--- config.mk ---
export PLATFORM = sky130hd
export DESIGN_NAME = nave_ctrl
export DESIGN_NICKNAME = d
export VERILOG_FILES = /design/src/rtl/nave_ctrl.sv
export SDC_FILE = /design/constraint.sdc
export NUM_CORES = 1
export LEC_CHECK = 0
export CAP_MARGIN = 20
export CORE_MARGIN = 10
export CORE_UTILIZATION = 35
export DETAILED_ROUTE_END_ITERATION = 8
export PLACE_DENSITY_LB_ADDON = 0.08
export SYNTH_ARGS = -nofsm -noshare
export SYNTH_HDL_FRONTEND = slang
export SYNTH_SLANG_ARGS = --single-unit
--- constraint.sdc ---
create_clock -name CLOCK_50 -period 2.5 [get_ports CLOCK_50]
set_clock_uncertainty 0.05 [all_clocks]
set_input_delay 0.375 -clock CLOCK_50 [delete_from_list [all_inputs] [get_ports CLOCK_50]]
set_output_delay 0.375 -clock CLOCK_50 [all_outputs]
set_load 0.02 [all_outputs]
--- src/rtl/nave_ctrl.sv ---
// Player ship controller: position, fire pulses, lives and hit/invulnerability state.
// Ports: CLOCK_50/reset (sync, active-low); keysout/tiro/pausa/reiniciarJogo/bateu in;
//        x_nave/y_nave/largura_nave/altura_nave, tiro_pulso, vidas, invulneravel, fim_jogo out.
module nave_ctrl #(
  parameter int SCREEN_W      = 640,
  parameter int SCREEN_H      = 480,
  parameter int SHIP_W        = 15,
  parameter int SHIP_H        = 17,
  parameter int X0            = 350,
  parameter int Y0            = 420,
  parameter int Y_MIN         = 240,
  parameter int STEP          = 2,
  parameter int MOVE_DIV      = 250000,
  parameter int FIRE_COOLDOWN = 5000000,
  parameter int LIVES         = 3,
  parameter int INVULN_CYCLES = 50000000
) (
  input  logic       CLOCK_50,
  input  logic       reset,
  input  logic [3:0] keysout,
  input  logic       tiro,
  input  logic       pausa,
  input  logic       reiniciarJogo,
  input  logic       bateu,
  output logic [9:0] x_nave,
  output logic [9:0] y_nave,
  output logic [9:0] largura_nave,
  output logic [9:0] altura_nave,
  output logic       tiro_pulso,
  output logic [2:0] vidas,
  output logic       invulneravel,
  output logic       fim_jogo
);

  localparam int MW = (MOVE_DIV > 1) ? $clog2(MOVE_DIV) : 1;
  localparam int CW = (FIRE_COOLDOWN > 0) ? $clog2(FIRE_COOLDOWN + 1) : 1;
  localparam int IW = $clog2(INVULN_CYCLES + 1);

  localparam logic [MW-1:0] M_LAST  = MW'(MOVE_DIV - 1);
  localparam logic [CW-1:0] CD_LOAD = CW'(FIRE_COOLDOWN);
  localparam logic [IW-1:0] IV_LOAD = IW'(INVULN_CYCLES);

  localparam logic [10:0] STP11  = 11'(STEP);
  localparam logic [9:0]  STP10  = 10'(STEP);
  localparam logic [10:0] XMAX11 = 11'(SCREEN_W - SHIP_W);
  localparam logic [9:0]  XMAX10 = 10'(SCREEN_W - SHIP_W);
  localparam logic [10:0] YMAX11 = 11'(SCREEN_H - SHIP_H);
  localparam logic [9:0]  YMAX10 = 10'(SCREEN_H - SHIP_H);
  localparam logic [10:0] YTOP11 = 11'(Y_MIN + STEP);
  localparam logic [9:0]  YMIN10 = 10'(Y_MIN);

  typedef enum logic [1:0] {
    VIVO   = 2'd0,
    INVULN = 2'd1,
    FIM    = 2'd2
  } state_t;

  state_t        st_q;
  logic [9:0]    x_q, y_q;
  logic [9:0]    x_d, y_d;
  logic [MW-1:0] mcnt_q;
  logic [CW-1:0] cd_q;
  logic [IW-1:0] iv_q;
  logic [2:0]    vidas_q;
  logic          tiro_prev_q;
  logic          pulso_q;
  logic          invul_q;
  logic          fim_q;

  logic [10:0]   xr, yr;
  logic          go_r, go_l, go_u, go_d;
  logic          tick;
  logic          fire_ok;
  logic          hit_ok;

  // Opposing keys cancel out on each axis.
  assign go_r = keysout[0] & ~keysout[1];
  assign go_l = keysout[1] & ~keysout[0];
  assign go_u = keysout[2] & ~keysout[3];
  assign go_d = keysout[3] & ~keysout[2];

  assign tick = (mcnt_q == M_LAST);

  assign fire_ok = tiro & ~tiro_prev_q
                 & (cd_q == '0)
                 & (st_q != FIM);

  assign hit_ok = bateu & (st_q == VIVO);

  // 11-bit sums so the clamp sees any overflow past the edge.
  always_comb begin
    xr  = {1'b0, x_q} + STP11;
    yr  = {1'b0, y_q} + STP11;
    x_d = x_q;
    y_d = y_q;
    if (go_r) begin
      x_d = (xr > XMAX11) ? XMAX10 : xr[9:0];
    end else if (go_l) begin
      x_d = ({1'b0, x_q} < STP11) ? 10'd0 : x_q - STP10;
    end
    if (go_d) begin
      y_d = (yr > YMAX11) ? YMAX10 : yr[9:0];
    end else if (go_u) begin
      y_d = ({1'b0, y_q} < YTOP11) ? YMIN10 : y_q - STP10;
    end
  end

  always_ff @(posedge CLOCK_50) begin
    if (!reset || reiniciarJogo) begin
      st_q        <= VIVO;
      x_q         <= 10'(X0);
      y_q         <= 10'(Y0);
      mcnt_q      <= '0;
      cd_q        <= '0;
      iv_q        <= '0;
      vidas_q     <= 3'(LIVES);
      tiro_prev_q <= 1'b0;
      pulso_q     <= 1'b0;
      invul_q     <= 1'b0;
      fim_q       <= 1'b0;
    end else begin
      // Tracks the button even while paused, so a press
      // made during a pause never fires afterwards.
      tiro_prev_q <= tiro;
      if (!pausa) begin
        pulso_q <= fire_ok;
        if (fire_ok) begin
          cd_q <= CD_LOAD;
        end else if (cd_q != '0) begin
          cd_q <= cd_q - CW'(1);
        end
        if (st_q != FIM) begin
          mcnt_q <= tick ? '0 : mcnt_q + MW'(1);
          if (tick) begin
            x_q <= x_d;
            y_q <= y_d;
          end
        end
        unique case (st_q)
          VIVO: begin
            if (hit_ok) begin
              vidas_q <= vidas_q - 3'd1;
              if (vidas_q > 3'd1) begin
                st_q    <= INVULN;
                iv_q    <= IV_LOAD;
                invul_q <= 1'b1;
              end else begin
                st_q  <= FIM;
                fim_q <= 1'b1;
              end
            end
          end
          INVULN: begin
            iv_q <= iv_q - IW'(1);
            if (iv_q == IW'(1)) begin
              st_q    <= VIVO;
              invul_q <= 1'b0;
            end
          end
          FIM: begin
            st_q <= FIM;
          end
          default: begin
            st_q <= VIVO;
          end
        endcase
      end
    end
  end

  assign x_nave       = x_q;
  assign y_nave       = y_q;
  assign largura_nave = 10'(SHIP_W);
  assign altura_nave  = 10'(SHIP_H);
  assign tiro_pulso   = pulso_q;
  assign vidas        = vidas_q;
  assign invulneravel = invul_q;
  assign fim_jogo     = fim_q;

endmodule

==> metrics.md <==
| Metric | Value |
|---|---|
| Status | finished, final reports clean |
| Fmax achieved | 427 MHz |
| IO Count | 56 |
| CTS max path bufs | 2 |
| Netlist cell types | 71 |
| Clk network pwr share | 0.250 |
| CTS H-tree lvls | 3 |
| Grt ovf | 0 |
| Post-DP HPWL | 11300 microns |
| Die outline width | 148 microns |
| Via density | 5.32 |
| Detail Route Antenna Nets | 0 |
| First-pass GRT wire length | 25400 microns |
| Total Wirelength | 15100 microns |
| Syn_area_per_cell | 7.83 sq um |
| Largest net degree at the start of global routing | 34 |
| Remaining DRCs | 0 |
| Final setup violation count | 0 |
| Worst skew pair latency | 0.35 ns |
| Crit. Startpoint | iv_q[2] |
| Share of layout cells above drive strength 1 | 0.127 |
| Asr flop ratio synth | 0 |
| Tcrit/Tclk final | 0.937 |
| Mapped Cells | 736 |
| Synth area leader | dfxtp_1 |
| Die area | 0.0220 sq mm |
| Starting density of the core | 0.360 |
| DR iter-0 viols | 350 |
| Reg clk slew, reported paths | 0.07 ns |
| Max-slew violations | 0 |
| Top cells by count, synth | nor2_1, dfxtp_1, nand2_1 |
| Critical Path Fanout Max | 10 |
| Prevailing post-synth register cell | dfxtp_1 |
| Max-cap violations | 0 |
| Critical Path RT | 2.69 ns |
| Initial antenna violation count | 0 |
| Min-delay worst type | flip-flop to flip-flop |
| Core box area | 0.0160 sq mm |
| Sequential share of power | 0.361 |
| Drt first pass iters | 5 |
| Crit path to | iv_q[22] |
| Total CTS buffers | 9 |
| Setup TNS Final | 0 ns |
| R2R Setup Slk | 0.16 ns |
| Row count | 46 |
| Setup slack after layout | 0.158 ns |
| Most frequent cell after synthesis | nor2_1 |
| Wire per inst | 14.7 microns |
| Post-synth EDFFs | 0 |
| Ant diodes | 0 |
| Yosys warning total | 0 |
| Hold Buf Count CTS | 0 |
| R2r startpoint | iv_q[2] |
| Synthesized flop and latch total | 96 |
| R2r endpoint | iv_q[22] |
| Via count | 5455 |
| Area growth syn-to-layout | 20.1% |
| Internal | 3.28 mW |
| Top post-synthesis cells by area | dfxtp_1, xnor2_1, nor2_1 |
| Combinational power share | 0.389 |
| Number of port buffers | 35 |
| Nets | 829 |
| Max_slew headroom | 0.641 |
| Layout fillers | 1668 |
| Clock Sinks | 96 |
| Crit start category | flip-flop |
| Net Sw Frac | 0.364 |
| Hold Vio Cnt, Final | 0 |
| CTS tree | yes |
| Final hold slack | 0.422 ns |
| Crit end category | flip-flop |
| Critical path arrival | 2.53 ns |
| Min cycle time layout | 2.34 ns |
| Pre-CTS setup slack | 0.0415 ns |
| Root Buffer | clkbuf_16 |
| Sequential area share after synthesis | 0.334 |
| Power per cell area | 745 mW/mm^2 |
| Worst-Margin Slew | 0.524 ns |
| Die height | 148 microns |
| Final GP Congestion | 0.833 |
| Total Routing Usage GR | 0.138 |
| Leak | 2.54 nW |
| Psw | 1.88 mW |
| Worst-case vdd ir drop | 688 uV |
| Post-Syn Area | 0.00576 sq mm |
| Worst r2r path cells | 6 |
| Share of the synthesized area in the top cell type | 0.334 |
| Vias in the first global route | 5085 |
| RSZ-0062 raised after global routing | false |
| Setup CP Type | flip-flop to flip-flop |
==> sequential cells by signal, summed over array words and instances, names as in the netlist <==
register and count:
vidas 3, invulneravel 1, mcnt_q 18, iv_q 26, tiro_pulso 1, cd_q 23
y_nave 10, x_nave 10, fim_jogo 1, st_q 2, tiro_prev_q 1
==> power by group through the flow <==
| stage | combinational (mW) | sequential [mW] | clock, mW |
|---|---|---|---|
| detailed placement | 1.96 | 1.89 | 0 |
| global placement | 1.94 | 1.89 | 0 |
| CTS | 1.98 | 1.86 | 1.35 |
| finish | 2.00 | 1.86 | 1.29 |
| global route | 2.23 | 1.88 | 1.42 |
| floorplan | 1.55 | 1.86 | 0 |
==> kinds of logic (layout without fill, tap and decap cells) <==
| logic type | count (synthesis) | after routing | synth area share |
|---|---|---|---|
| AND/OR/NAND/NOR | 327 | 327 | 0.298 |
| AO/OA/AOI/OAI | 144 | 144 | 0.158 |
| flip-flops | 96 | 96 | 0.334 |
| buffers and inverters | 83 | 139 | 0.0704 |
| XOR/XNOR | 66 | 66 | 0.100 |
| adder cells (fa/ha/maj) | 14 | 14 | 0.0304 |
| multiplexers | 4 | 4 | 0.00717 |
| other | 2 | 20 | 0.00130 |
==> worst min path at each step <==
| stage | endpoint | start | depth (start not counted) |
|---|---|---|---|
| 2_1_floorplan | mcnt_q[1] | mcnt_q[1] | 2 |
| 3_3_place_gp | tiro_pulso | tiro_pulso | 2 |
| 3_5_place_dp | tiro_pulso | tiro_pulso | 2 |
| 4_1_cts | tiro_pulso | tiro_pulso | 2 |
| 5_1_grt | tiro_pulso | tiro_pulso | 2 |
| 6_report | tiro_pulso | tiro_pulso | 2 |
==> cell usage in the layout, fill, tap and decap left out, drive strengths merged, types with 6 or more instances in the layout <==
cell type	n
nand4b	6
inv	23
or4	6
o21ai	32
nor2	100
clkbuf	9
nor3	39
dfxtp	96
nor4b	7
nand2	58
a31oi	10
nor4	18
nand4	15
nand3	23
a21oi	51
nor2b	6
nand2b	10
clkdlybuf4s50	35
or3	14
xnor2	46
xor2	20
ha	14
conb	20
buf	66
==> critical path, stage by stage (launching register included) <==
cell       delay [ns]
dfxtp_1          0.35
or4_4            0.59
nor4_4           0.25
o2111ai_2        0.36
nor4_1           0.38
xnor2_1          0.16
a21oi_1          0.08
==> metrics by stage <==
step	instances	utilization	cell area, sq um	total power [mW]
2_1_floorplan	754	-	5830	3.41
6_report	1026	0.432	6920	5.15
3_5_place_dp	1009	0.414	6630	3.85
4_1_cts	1025	0.431	6900	5.19
3_3_place_gp	1009	0.414	6630	3.83
5_1_grt	1026	0.432	6920	5.54
==> cell type report <==
class	instances	area [sq um]	area share
clock inverters	7	47.5	0.00687
clock buffers	9	225	0.0325
flip-flops and latches	96	1920	0.278
repair buffers	101	858	0.124
multi-input cells	575	3510	0.508
well taps	216	270	0.0391
inverters	22	82.6	0.0119
==> routing by layer <==
| layer | part of all wire | vias to the layer above | GRT usage |
|---|---|---|---|
| met5 | 0 | - | 0 |
| met4 | 0.014 | 0 | 0.0466 |
| met2 | 0.44 | 142 | 0.213 |
| li1 | - | 2708 | - |
| met3 | 0.055 | 12 | 0.0358 |
| met1 | 0.49 | 2593 | 0.183 |
==> timing repair <==
| action | in CTS | in global routing |
|---|---|---|
| setup endpoints to repair | 0 | 11 |
| resized for setup | 0 | 3 |
| setup buffers | 0 | 1 |
| endpoints found under the hold margin | 0 | 0 |
(Power assumes the default switching activity.)
